<file path="config.mk">
export PLATFORM = sky130hd
export DESIGN_NAME = dcache_port_arb
export DESIGN_NICKNAME = d
export VERILOG_FILES = /design/src/rtl/dcache_port_arb_pkg.sv /design/src/rtl/dcache_port_arb_starve_ctr.sv /design/src/rtl/dcache_port_arb.sv
export SDC_FILE = /design/constraint.sdc
export NUM_CORES = 1
export LEC_CHECK = 0
export ABC_AREA = 1
export CORE_MARGIN = 10
export CORE_UTILIZATION = 42
export CTS_BUF_LIST = sky130_fd_sc_hd__clkbuf_4
export DETAILED_ROUTE_END_ITERATION = 8
export PLACE_DENSITY_LB_ADDON = 0.12
export SETUP_SLACK_MARGIN = 0.2
export SLEW_MARGIN = 20
export SYNTH_ARGS = -nofsm -noshare
export SYNTH_HDL_FRONTEND = slang
export SYNTH_HIERARCHICAL = 1
export SYNTH_SLANG_ARGS = --single-unit
export TNS_END_PERCENT = 50
</file>
<file path="constraint.sdc">
create_clock -name clk -period 2.75 [get_ports clk]
set_input_delay 0.4125 -clock clk [delete_from_list [all_inputs] [get_ports clk]]
set_output_delay 0.4125 -clock clk [all_outputs]
set_load 0.005 [all_outputs]
</file>
<file path="src/rtl/dcache_port_arb_pkg.sv">
// Shared definitions for the data-cache port arbiter.
//   PA_W            physical address width of the cache port
//   arb_state_e     one-hot arbiter state encoding
//   SIZE_*          request size encodings, shared with the TLB stage reqSize
package dcache_port_arb_pkg;

    localparam int PA_W = 15;

    typedef enum logic [3:0] {
        ARB_IDLE = 4'b0001,
        ARB_LD1  = 4'b0010,
        ARB_LD2  = 4'b0100,
        ARB_ST   = 4'b1000
    } arb_state_e;

    localparam logic [1:0] SIZE_BYTE  = 2'd0;
    localparam logic [1:0] SIZE_HALF  = 2'd1;
    localparam logic [1:0] SIZE_WORD  = 2'd2;
    localparam logic [1:0] SIZE_DWORD = 2'd3;

endpackage

</file>
<file path="src/rtl/dcache_port_arb_starve_ctr.sv">
// Saturating count of load grants handed out while a store is waiting.
// Ports:
//   clk, rst   clock and synchronous active-high reset
//   inc        count one more load grant (ignored once saturated)
//   clr        return the count to zero (wins over inc)
//   at_max     count has reached MAX; the waiting store must be forced
module arb_starve_ctr #(
    parameter int MAX = 4,
    parameter int W   = 3
) (
    input  logic clk,
    input  logic rst,
    input  logic inc,
    input  logic clr,
    output logic at_max
);

    localparam logic [W-1:0] MAX_V = W'(MAX);

    logic [W-1:0] cnt;

    always_ff @(posedge clk) begin
        if (rst) begin
            cnt <= '0;
        end else if (clr) begin
            cnt <= '0;
        end else if (inc && !at_max) begin
            cnt <= cnt + 1'b1;
        end
    end

    assign at_max = (cnt == MAX_V);

endmodule

</file>
<file path="src/rtl/dcache_port_arb.sv">
// Arbitrates the single data-cache request port between TLB-stage loads
// (one or two beats) and writeback-stage stores. The winning request is
// registered onto the cache port and held until the cache accepts it.
// Ports:
//   clk, rst                     clock, synchronous active-high reset
//   ld_req/ld_addr1/ld_addr2/
//   ld_size1/ld_size2/ld_spill   load request; addr2/size2 used on spill
//   ld_ack                       final load beat accepted (pulse)
//   st_req/st_addr/st_size/
//   st_data/st_urgent            store request; urgent forces next win
//   st_ack                       store accepted (pulse)
//   flush                        global invalidate, cancels loads only
//   c_valid/c_addr/c_size/
//   c_wen/c_wdata/c_ready        registered cache request port
//   busy                         arbiter not idle
//
// state    | meaning
// ---------+-------------------------------------------------------
// ARB_IDLE | port free, arbitrating this cycle
// ARB_LD1  | load beat 1 presented, waiting for c_ready
// ARB_LD2  | load beat 2 presented, port locked against stores
// ARB_ST   | store presented, waiting for c_ready
module dcache_port_arb
    import dcache_port_arb_pkg::*;
#(
    parameter int STARVE_MAX = 4,
    parameter int STARVE_W   = 3
) (
    input  logic            clk,
    input  logic            rst,
    input  logic            ld_req,
    input  logic [PA_W-1:0] ld_addr1,
    input  logic [PA_W-1:0] ld_addr2,
    input  logic [1:0]      ld_size1,
    input  logic [1:0]      ld_size2,
    input  logic            ld_spill,
    output logic            ld_ack,
    input  logic            st_req,
    input  logic [PA_W-1:0] st_addr,
    input  logic [1:0]      st_size,
    input  logic [31:0]     st_data,
    input  logic            st_urgent,
    output logic            st_ack,
    input  logic            flush,
    output logic            c_valid,
    output logic [PA_W-1:0] c_addr,
    output logic [1:0]      c_size,
    output logic            c_wen,
    output logic [31:0]     c_wdata,
    input  logic            c_ready,
    output logic            busy
);

    arb_state_e state;
    arb_state_e state_nxt;

    logic            spill_q;
    logic            spill_d;
    logic            c_valid_d;
    logic [PA_W-1:0] c_addr_d;
    logic [1:0]      c_size_d;
    logic            c_wen_d;
    logic [31:0]     c_wdata_d;

    logic pick_st;
    logic pick_ld;
    logic starve_inc;
    logic starve_clr;
    logic starve_at_max;

    // Store wins when forced (urgent or starved) or when no load competes.
    // A flush only suppresses loads, so it never appears in the store term.
    assign pick_st = st_req && (st_urgent || starve_at_max || !ld_req);
    assign pick_ld = !pick_st && ld_req && !flush;

    assign starve_inc = (state == ARB_IDLE) && pick_ld && st_req;
    assign starve_clr = (state == ARB_IDLE) && (pick_st || !st_req);

    arb_starve_ctr #(
        .MAX (STARVE_MAX),
        .W   (STARVE_W)
    ) u_starve_ctr (
        .clk    (clk),
        .rst    (rst),
        .inc    (starve_inc),
        .clr    (starve_clr),
        .at_max (starve_at_max)
    );

    always_ff @(posedge clk) begin
        if (rst) begin
            state <= ARB_IDLE;
        end else begin
            state <= state_nxt;
        end
    end

    always_comb begin
        state_nxt = state;
        case (state)
            ARB_IDLE: begin
                if (pick_st) begin
                    state_nxt = ARB_ST;
                end else if (pick_ld) begin
                    state_nxt = ARB_LD1;
                end
            end
            ARB_LD1: begin
                if (flush) begin
                    state_nxt = ARB_IDLE;
                end else if (c_ready) begin
                    state_nxt = spill_q ? ARB_LD2 : ARB_IDLE;
                end
            end
            ARB_LD2: begin
                if (flush || c_ready) begin
                    state_nxt = ARB_IDLE;
                end
            end
            ARB_ST: begin
                if (c_ready) begin
                    state_nxt = ARB_IDLE;
                end
            end
            default: state_nxt = ARB_IDLE;
        endcase
    end

    // Next values for the registered port plus the decoded ack pulses.
    // c_valid is 1 in every non-idle state, so c_ready alone marks a beat
    // as accepted there.
    always_comb begin
        c_valid_d = c_valid;
        c_addr_d  = c_addr;
        c_size_d  = c_size;
        c_wen_d   = c_wen;
        c_wdata_d = c_wdata;
        spill_d   = spill_q;
        ld_ack    = 1'b0;
        st_ack    = 1'b0;
        case (state)
            ARB_IDLE: begin
                c_valid_d = pick_st || pick_ld;
                if (pick_st) begin
                    c_wen_d   = 1'b1;
                    c_addr_d  = st_addr;
                    c_size_d  = st_size;
                    c_wdata_d = st_data;
                end else if (pick_ld) begin
                    c_wen_d  = 1'b0;
                    c_addr_d = ld_addr1;
                    c_size_d = ld_size1;
                    spill_d  = ld_spill;
                end
            end
            ARB_LD1: begin
                if (flush) begin
                    c_valid_d = 1'b0;
                end else if (c_ready) begin
                    if (spill_q) begin
                        // Beat 2 follows directly; c_valid stays high.
                        c_addr_d = ld_addr2;
                        c_size_d = ld_size2;
                    end else begin
                        c_valid_d = 1'b0;
                        ld_ack    = 1'b1;
                    end
                end
            end
            ARB_LD2: begin
                if (flush) begin
                    c_valid_d = 1'b0;
                end else if (c_ready) begin
                    c_valid_d = 1'b0;
                    ld_ack    = 1'b1;
                end
            end
            ARB_ST: begin
                if (c_ready) begin
                    c_valid_d = 1'b0;
                    st_ack    = 1'b1;
                end
            end
            default: c_valid_d = 1'b0;
        endcase
        // A reset abandons whatever is on the port without acknowledging it.
        if (rst) begin
            ld_ack = 1'b0;
            st_ack = 1'b0;
        end
    end

    assign busy = (state != ARB_IDLE);

    always_ff @(posedge clk) begin
        if (rst) begin
            c_valid <= 1'b0;
            c_addr  <= '0;
            c_size  <= '0;
            c_wen   <= 1'b0;
            c_wdata <= '0;
            spill_q <= 1'b0;
        end else begin
            c_valid <= c_valid_d;
            c_addr  <= c_addr_d;
            c_size  <= c_size_d;
            c_wen   <= c_wen_d;
            c_wdata <= c_wdata_d;
            spill_q <= spill_d;
        end
    end

endmodule

</file>
==> results by group <==
Worst setup path
  • CP startpoint: rst
  • Crit-path most repeated cell: clkdlybuf4s50_1
  • Worst path bufs/invs: 3
  • Worst-path maximum fanout: 7
  • Crit-path cells: clkdlybuf4s50_1 > clkinv_1 > nand3_1 > a21oi_1 > clkdlybuf4s50_1
  • Worst r2r src: u_starve_ctr/cnt[0]
  • Reg2reg path depth: 13
  • CP Depth: 5
  • Critical path's top delay family: buffers and inverters
  • Worst Path Arrival: ~1.8 ns
  • Crit path kind: in -> out
  • Worst Path Required: roughly 2.3 ns
  • Endpoint type of the worst setup path: primary output
  • CP Launch Type: input pin
  • CP max stage cell: clkdlybuf4s50_1
  • CP max stage delay: around 0.54 ns

Detailed routing
  • Total wire length: 9520 um
  • 1st-pass router iterations: 4
  • Drt first-iter violations: 95
  • DRC viols: 0
  • Routed length per instance: 13.4 um
  • Total number of vias: 3248
  • Post-DRT Antenna Nets: 0
  • Via density per instance: around 4.6

Finish
  • Layout area overhead: 52.7%
  • Cell area after layout: 0.00460 sq mm
  • Total Nets Final: 704
  • Fillers: 625
  • Layout cell share with drive strength beyond 1: about 6.5%
  • Utilization after layout: about 67%
  • Diodes inserted: 0

Clocking
  • Root Buffer: clkbuf_4
  • Skew-Pair Late Insertion Delay: approximately 0.4 ns
  • Cts bufs inserted: 9
  • Worst-case clock buffer depth: 2
  • Setup Fix Bufs, Post-CTS: 0
  • Clk sink count: 59
  • # resized after CTS: 0
  • Clock transition at path regs: 0.10 ns
  • H-tree depth: 3
  • CTS Hold Bufs: 0
  • CTS tree: done

Power and ir drop
  • Leak pwr: approximately 2.2 nW
  • Worst VDD drop: 0.356 mV
  • Power Dens Cells: 500 mW/mm^2

Yosys
  • Register area share after synthesis: 39.2%
  • Post-synth ARST share: 0%
  • Gate Count Post-Synth: 472
  • Most common library cells after synthesis: 110 x nor2_1, 103 x nand2_1, 67 x inv_1, 59 x dfxtp_1, 40 x nand3_1
  • Number of synthesized register bits: 59
  • Post-synth EDFFs: 0
  • Ys Warns: 6
  • Count leader, synth: nor2_1
  • Post-synth top area share: about two fifths
  • Synth unique cells: 24
  • Largest cells by area after synthesis: dfxtp_1 39%, nor2_1 14%, nand2_1 13%
  • Avg Synthesized Cell Area: approximately 6.4 sq um
  • Netlist Area Pre-Place: 0.00301 sq mm
  • Ys flop type: dfxtp_1
  • Mapped Nets: 565
  • Top cell type by total area after synthesis: dfxtp_1

Flow run
  • Max_cap viols: 0

STA
  • Relative slew slack: around 62%
  • Fin. Hold Viols: 0
  • Final Max Slew Viols: 0
  • Minimum clock period: around 2.2 ns
  • Setup violations, final: 0
  • Worst slew pin tran: 0.566 ns
  • Worst Slack Setup Final: 0.546 ns
  • Hold WS: 0.471 ns
  • Crit share post-route: 80.2%
  • F_max: 454 MHz
  • Skew final: 0.0199 ns
  • RSZ-0062 raised after global routing: no
  • Final setup TNS: 0 ns

Global routing
  • First-pass GRT wire length: 15600 um
  • Vias in the first global route: 3260
  • Total track usage: 17.0%
  • Largest net degree at the start of global routing: 53
  • Initial antenna violation count: 0
  • GRT overflow: 0

Worst hold path
  • Worst hold stages: 2
  • Hold path start: c_wen
  • Hold WC Path Type: reg -> reg

Floorplan
  • Chip height: 105 um
  • Core Rows: 30
  • Horiz. Die Dim: 105 um
  • Core Region: 0.00687 sq mm
  • Starting Density: 43.8%
  • IO Pins: 145
  • Die area: 0.0110 sq mm

Placed design
  • Placer congestion estimate: 0.764
  • Port bufs: 144
  • HPWL Detailed: 7200 um
  • Dpl cell area: around 0.0045 sq mm
  • Pre-CTS setup slack: 0.498 ns

Run status
  • Outcome: finished, final reports clean
## stage by stage
| stage | instances | power, mW |
|---|---|---|
| floorplan | 472 | 1.40 |
| global route | 712 | 2.47 |
| detailed placement | 696 | 1.80 |
| finish | 712 | 2.30 |
| CTS | 712 | 2.33 |
| global placement | 696 | 1.78 |
## area by class of cell
| type | count | area (sq um) | share of cell area, % |
|---|---|---|---|
| Sequential cell | 59 | 1180 | 25.7 |
| Timing Repair Buffer | 151 | 1490 | 32.5 |
| Clock buffer | 11 | 82.6 | 1.80 |
| Tap cell | 96 | 120 | 2.61 |
| Clock inverter | 5 | 30.0 | 0.653 |
| Multi-Input combinational cell | 318 | 1420 | 30.9 |
| Inverter | 72 | 270 | 5.88 |
## report_power, final
group / leakage (nW) / total, mW / internal [mW] / switching (mW)
clock network: 0.0626 / 0.526 / 0.202 / 0.324
logic: 1.60 / 0.751 / 0.410 / 0.341
registers: 0.487 / 1.02 / 0.964 / 0.0564
## cells by family after synthesis
logic type      Yosys count  synth area share [%]
simple gates            272                  38.9
compound gates           44                  7.40
fa+ha+maj                 2                 0.831
buf+inv                  95                  13.6
flops                    59                  39.2
## final timing paths
check / endpoint / slack (ns)
worst max register to register: c_addr[9] / 0.64
worst max-delay path: ld_ack / 0.55
worst min register to register: c_wen / 0.47
worst min-delay path: c_wen / 0.47
## worst register-to-register path: cells and delay by family, from the launching register on
family | cells | cell delay [ns]
simple gates | 9 | 1.03
fa+ha+maj | 1 | 0.22
flops | 1 | 0.39
buf+inv | 3 | 0.37
## metal layers
metal  global-route usage [%]  vias up  part of all wire [%]
li1                         -     1713                     -
met1                     18.1     1431                    42
met2                     29.8       97                    48
met3                     7.25        7                   9.3
met4                     5.69        0                  0.94
met5                        0        -                     0
## placed cells by master (no fill, tap or decap)
cell               n
nand2_2            4
clkinvlp_4         2
clkinv_1           1
nand3_1           40
dfxtp_1           59
nand2_1          103
nand4_1            3
clkinv_2           3
ha_1               2
nor2_4             4
clkbuf_4          11
nand3b_1           1
buf_4              7
nand3_4            2
nand2_4            1
clkdlybuf4s50_1  144
nor2_1           110
nor3_1             2
o21ai_0           31
inv_1             67
nand3_2            2
a21oi_1            8
inv_2              4
o21ai_1            4
o211ai_1           1
## sequential cells by signal (all words and copies together) (netlist names)
signal / count
c_addr: 15
state: 4
c_wdata: 32
c_valid: 1
c_wen: 1
c_size: 2
u_starve_ctr/cnt: 3
spill_q: 1
Note: power is estimated with default switching activity, not from simulation.
